<file path="src/rtl/vgpr_wr_port_arbiter_pkg.sv">
// Shared VGPR write-port definitions: default geometry and write-enable width.
package vgpr_wr_port_arbiter_pkg;

  localparam int VGPR_NUM_REQ = 4;
  localparam int VGPR_ADDR_W  = 10;
  localparam int VGPR_DATA_W  = 32;
  localparam int VGPR_WEN_W   = 4;
  localparam int VGPR_NUM_RD  = 3;

  // Pointer width, never zero so a single-requester build still elaborates.
  function automatic int ptr_w(input int n);
    return (n > 1) ? $clog2(n) : 1;
  endfunction

endpackage

</file>
<file path="src/rtl/vgpr_wr_port_arbiter_dff.sv">
// Generic enabled D flip-flop cell with asynchronous active-high reset.
module dff #(
  parameter int           W       = 1,
  parameter logic [W-1:0] RST_VAL = '0
) (
  input  logic         clk,
  input  logic         rst,
  input  logic         en,
  input  logic [W-1:0] d,
  output logic [W-1:0] q
);

  always_ff @(posedge clk or posedge rst) begin
    if (rst)     q <= RST_VAL;
    else if (en) q <= d;
  end

endmodule

</file>
<file path="src/rtl/vgpr_wr_port_arbiter_rr_pick.sv">
// Round-robin picker: one-hot grant to the first requester after ptr, wrapping.
module rr_pick #(
  parameter int N  = 4,
  parameter int PW = 2
) (
  input  logic [N-1:0]  req,
  input  logic [PW-1:0] ptr,
  output logic [N-1:0]  gnt
);

  logic [PW-1:0] idx;
  logic          found;

  // ptr itself is visited last, so the previous winner has lowest priority.
  always_comb begin
    gnt   = '0;
    found = 1'b0;
    idx   = '0;
    for (int off = 1; off <= N; off++) begin
      idx = PW'((int'(ptr) + off) % N);
      if (!found && req[idx]) begin
        gnt[idx] = 1'b1;
        found    = 1'b1;
      end
    end
  end

endmodule

</file>
<file path="src/rtl/vgpr_wr_port_arbiter.sv">
// VGPR write-port arbiter: round-robin grant, one registered write per cycle,
// and read-after-write hazard flags covering the grant and write stages.
module vgpr_wr_port_arbiter
  import vgpr_wr_port_arbiter_pkg::*;
#(
  parameter int NUM_REQ = VGPR_NUM_REQ,
  parameter int ADDR_W  = VGPR_ADDR_W,
  parameter int DATA_W  = VGPR_DATA_W
) (
  input  logic                      clk,
  input  logic                      rst,
  input  logic [NUM_REQ-1:0]        req_valid,
  input  logic [NUM_REQ*ADDR_W-1:0] req_addr,
  input  logic [NUM_REQ*DATA_W-1:0] req_data,
  input  logic [NUM_REQ*4-1:0]      req_en,
  output logic [NUM_REQ-1:0]        req_ready,
  output logic [ADDR_W-1:0]         wr0_addr,
  output logic [3:0]                wr0_en,
  output logic [DATA_W-1:0]         wr0_data,
  input  logic [ADDR_W-1:0]         rd0_addr,
  input  logic [ADDR_W-1:0]         rd1_addr,
  input  logic [ADDR_W-1:0]         rd2_addr,
  output logic [VGPR_NUM_RD-1:0]    rd_hazard,
  input  logic                      flush
);

  localparam int          PW       = ptr_w(NUM_REQ);
  localparam int          EW       = VGPR_WEN_W;
  localparam logic [PW-1:0] PTR_INIT = PW'(NUM_REQ - 1);

  logic [NUM_REQ-1:0][ADDR_W-1:0] addr_v;
  logic [NUM_REQ-1:0][DATA_W-1:0] data_v;
  logic [NUM_REQ-1:0][EW-1:0]     en_v;
  logic [VGPR_NUM_RD-1:0][ADDR_W-1:0] rd_v;

  assign addr_v = req_addr;
  assign data_v = req_data;
  assign en_v   = req_en;
  assign rd_v   = {rd2_addr, rd1_addr, rd0_addr};

  logic [PW-1:0]      last_grant;
  logic [PW-1:0]      grant_idx;
  logic [NUM_REQ-1:0] gnt;
  logic               xfer;
  logic [ADDR_W-1:0]  sel_addr;
  logic [DATA_W-1:0]  sel_data;
  logic [EW-1:0]      sel_en;

  rr_pick #(.N(NUM_REQ), .PW(PW)) u_pick (
    .req (req_valid),
    .ptr (last_grant),
    .gnt (gnt)
  );

  // Nothing transfers during reset or flush; the pick itself is left untouched.
  assign req_ready = (rst || flush) ? '0 : gnt;
  assign xfer      = |req_ready;

  always_comb begin
    sel_addr  = '0;
    sel_data  = '0;
    sel_en    = '0;
    grant_idx = '0;
    for (int i = 0; i < NUM_REQ; i++) begin
      if (req_ready[i]) begin
        sel_addr  = addr_v[i];
        sel_data  = data_v[i];
        sel_en    = en_v[i];
        grant_idx = PW'(i);
      end
    end
  end

  always_ff @(posedge clk or posedge rst) begin
    if (rst)       last_grant <= PTR_INIT;
    else if (flush) last_grant <= PTR_INIT;
    else if (xfer)  last_grant <= grant_idx;
  end

  // Enable reloads every cycle so it self-clears; address/data only on a transfer.
  dff #(.W(EW)) u_wr_en (
    .clk (clk),
    .rst (rst),
    .en  (1'b1),
    .d   (xfer ? sel_en : '0),
    .q   (wr0_en)
  );

  dff #(.W(ADDR_W)) u_wr_addr (
    .clk (clk),
    .rst (rst),
    .en  (xfer),
    .d   (sel_addr),
    .q   (wr0_addr)
  );

  dff #(.W(DATA_W)) u_wr_data (
    .clk (clk),
    .rst (rst),
    .en  (xfer),
    .d   (sel_data),
    .q   (wr0_data)
  );

  logic wr_live, grant_live;
  assign wr_live    = |wr0_en;
  assign grant_live = xfer && |sel_en;

  for (genvar k = 0; k < VGPR_NUM_RD; k++) begin : g_hz
    assign rd_hazard[k] = (wr_live    && (rd_v[k] == wr0_addr)) ||
                          (grant_live && (rd_v[k] == sel_addr));
  end

endmodule

</file>
<file path="config.mk">
export PLATFORM = sky130hd
export DESIGN_NAME = vgpr_wr_port_arbiter
export DESIGN_NICKNAME = d
export VERILOG_FILES = /design/src/rtl/vgpr_wr_port_arbiter_pkg.sv /design/src/rtl/vgpr_wr_port_arbiter_dff.sv /design/src/rtl/vgpr_wr_port_arbiter_rr_pick.sv /design/src/rtl/vgpr_wr_port_arbiter.sv
export SDC_FILE = /design/constraint.sdc
export NUM_CORES = 1
export LEC_CHECK = 0
export CELL_PAD_IN_SITES_DETAIL_PLACEMENT = 0
export CELL_PAD_IN_SITES_GLOBAL_PLACEMENT = 2
export CORE_MARGIN = 3
export CORE_UTILIZATION = 20
export DETAILED_ROUTE_END_ITERATION = 10
export HOLD_SLACK_MARGIN = 0.05
export PLACE_DENSITY_LB_ADDON = 0.12
export REMOVE_ABC_BUFFERS = 1
export SETUP_SLACK_MARGIN = 0.4
export SLEW_MARGIN = 30
export SYNTH_ARGS = -nofsm -noshare
export SYNTH_HDL_FRONTEND = slang
export SYNTH_SLANG_ARGS = --single-unit
</file>
<file path="constraint.sdc">
create_clock -name clk -period 7.59 [get_ports clk]
set_input_delay 1.8975 -clock clk [delete_from_list [all_inputs] [get_ports clk]]
set_output_delay 1.8975 -clock clk [all_outputs]
set_load 0.05 [all_outputs]
</file>
==> run metrics <==
DRT iter0 DRCs around 330; CORE AREA approximately 0.02 mm²; VDD IR-drop max 126 µV; Arr. time, crit path between 5000 and 6000 ps; vias in the first global route roughly 5500; PwrDens 377 mW/mm²; share of cells above drive strength 1 about 15%; RR Endpoint u_wr_data.q[21]; Synth Instances between 400 and 500; filler cell count 2084; Yosys cell types 62; Tot Pwr about 3000 µW; Initial Utilization between 20 and 25%; R2R Setup Slk 3160 ps; Tcrit/Tclk final between 90% and 100%; Final Cell Area just under 0.008 mm²; largest net degree at the start of global routing 49; CP max FO 8; Inst Count DP 1008; multi-input logic area 0.00305 mm²; f_max about 0.14 GHz; Slew Limit Fails 0; fin cells around 1000; wire length per cell 22.3 µm; Setup violations, final 0; register area share after synthesis 28.5%; YS warnings 0; Lkg Pwr 0.00304 µW; Final #Nets slightly below 1000; CTS Buf Count 5; Tot GR Track Use a little under 20%; Critical Path RT about 5700 ps; H-Tree Depth 2; Std-Cell Rows 52; clock sink count 48; Post-Syn Area per Cell 8.98 µm²; Worst-Margin Slew roughly 860 ps; fin util just under 40%; antenna-violating nets left 0; Area Overhead vs Synth 87.8%; Post-synth EDFFs 0; Routed WL 23.1 mm; Critical path origin req_valid[2]; Antenna Cells 0; Worst-Skew Late Latency 300 ps; # hold bufs at CTS 0; Hold Vio Cnt, Final 0; status finished clean; RePlAce Congestion a little over 0.8; DP Area between 0.007 and 0.008 mm²; clock root buffer clkbuf_16; Synth Flop Type dfrtp_1; Crit. End Element output pin; vias per cell between 5 and 6; first-pass GRT wire length roughly 33 mm; CTS tree built; Worst Hold Launch u_wr_data.q[8]; Worst-path clk slew around 70 ps; DR pass1 iterations 5; Rel. slew slack a little over two fifths; die area approximately 0.023 mm²; skew final 5.00 ps; RSZ-0062 raised after global routing no; hold depth 2; synthesized area about 0.0042 mm²; Die Y 151 µm; critical path launch point type primary input; Max Cap Viol 0; initial antenna violation count 4; Synth async-reset ratio 100%; # DRC 0; Min-Delay Endpoint u_wr_data.q[8]; I/O pins approximately 270; grt total ovfl 0; Max clock buf depth 2; Die W 151 µm; Buffers on Ports 273; Vias 5326; r2r startpoint last_grant[0]; register area about 0.0012 mm²; HPWL Detailed approximately 18 mm; minimum clock period 7080 ps; critical path type primary input to output pin; hold crit path type flip-flop to flip-flop; R2R cell count 11; #FFs+latches synth 48; final setup TNS 0 ps
-- how the worst max path moves through the flow --
stage / cells after the start / endpoint
after floorplan: 9 / rd_hazard[1]
after global placement: 11 / rd_hazard[1]
after detailed placement: 11 / rd_hazard[1]
after CTS: 15 / rd_hazard[1]
after global routing: 16 / rd_hazard[1]
final: 16 / rd_hazard[1]
-- registers in the layout (all words and copies together) (netlist names) --
register and flops:
u_wr_en.q 4, u_wr_addr.q 10, last_grant 2, u_wr_data.q 32
-- where the power goes --
part | total [µW] | switching, µW | internal, µW | leakage (µW)
combinational | 2220 | 1290 | 928 | 0.00238
clock | 239 | 115 | 124 | 0.0000671
sequential | 530 | 139 | 391 | 0.000590
-- kinds of logic (layout without fill, tap and decap cells) --
| logic type | Yosys count | in the layout | share of synthesized area (%) |
|---|---|---|---|
| xor gates and xnor gates | 33 | 33 | 6.85 |
| muxes | 14 | 15 | 4.54 |
| DFF | 48 | 48 | 28.5 |
| AOI/OAI and AO/OA | 196 | 197 | 37.7 |
| adders and majority gates | 8 | 8 | 2.37 |
| buffers and inverters | 48 | 343 | 5.19 |
| and+or+nand+nor | 123 | 123 | 14.8 |
-- Yosys cell counts, drive strengths merged, types with 2 or more instances --
cell type	instances	area share (%)
nand2	55	5.1
dfrtp	46	27
a22oi	41	7.3
o22ai	39	6.1
a221oi	35	9.0
o21ai	35	4.2
clkbuf	20	1.8
inv	17	1.5
xor2	17	3.5
xnor2	16	3.3
a221o	14	3.3
nor2	12	1.1
buf	10	1.7
mux2i	9	2.1
nor4	9	1.5
ha	8	2.4
or2	8	1.2
and3	7	1.0
nor3	7	0.95
nand4	6	0.89
o32ai	6	1.2
nand3	5	0.59
a21oi	4	0.65
a222oi	4	0.95
mux4	4	2.1
nand2b	4	0.59
o31ai	4	1.0
or4	3	0.53
a31o	2	0.42
dfstp	2	1.2
o211a	2	0.47
or3	2	0.42
-- routing by layer --
layer | track usage [%] | share of wire, %
met1 | 24.0 | 41
met2 | 31.8 | 46
met3 | 6.61 | 10
met4 | 4.94 | 2.0
met5 | 0 | 0.18
-- metrics by stage --
stage | hold WS (ps) | setup slack (ps)
finish | 489 | 514
global route | 514 | 408
CTS | 488 | 415
detailed placement | 471 | 24.2
global placement | 465 | 72.4
floorplan | 649 | -2420
-- final cells by class --
class / count / share of cell area (%)
clock inverter: 2 / 0.205
tap: 270 / 4.26
sequential: 48 / 15.2
clock buffer: 6 / 1.63
timing repair buffer: 317 / 39.3
inverter: 18 / 0.979
multi-input combinational: 376 / 38.4
-- layout by cell type, fill, tap and decap left out, types with 5 or more instances in the layout --
cell,n
ha_1,8
o21ai_0,34
inv_1,15
clkbuf_16,5
nand3_1,5
o22ai_1,34
a221oi_1,25
xnor2_1,16
clkdlybuf4s50_1,265
nand2_1,54
a221o_1,14
buf_4,40
nand4_1,6
nor2_1,12
dfrtp_1,46
and3_1,6
buf_12,6
xor2_1,17
o32ai_1,6
a22oi_1,41
a221oi_4,8
mux2i_1,8
nor4_1,8
-- repair_timing --
item | in CTS | in global routing
buffers inserted | 13 | 6
pin swaps | 7 | 6
endpoints found under the setup margin | 3 | 3
gates cloned | 2 | 0
gates resized for setup | 27 | 18
-- worst max-delay path, stage by stage --
cell and delay (ps):
clkbuf_2 120, buf_6 130, mux4_2 520, nor4b_4 420
and3_4 250, a21oi_4 60, buf_12 170, inv_6 70
nor3_2 50, a211oi_2 180, buf_4 160, xnor2_1 110
nand4_1 150, or4_4 530, o22ai_4 160, buf_12 170
Note: power is estimated with default switching activity, not from simulation.
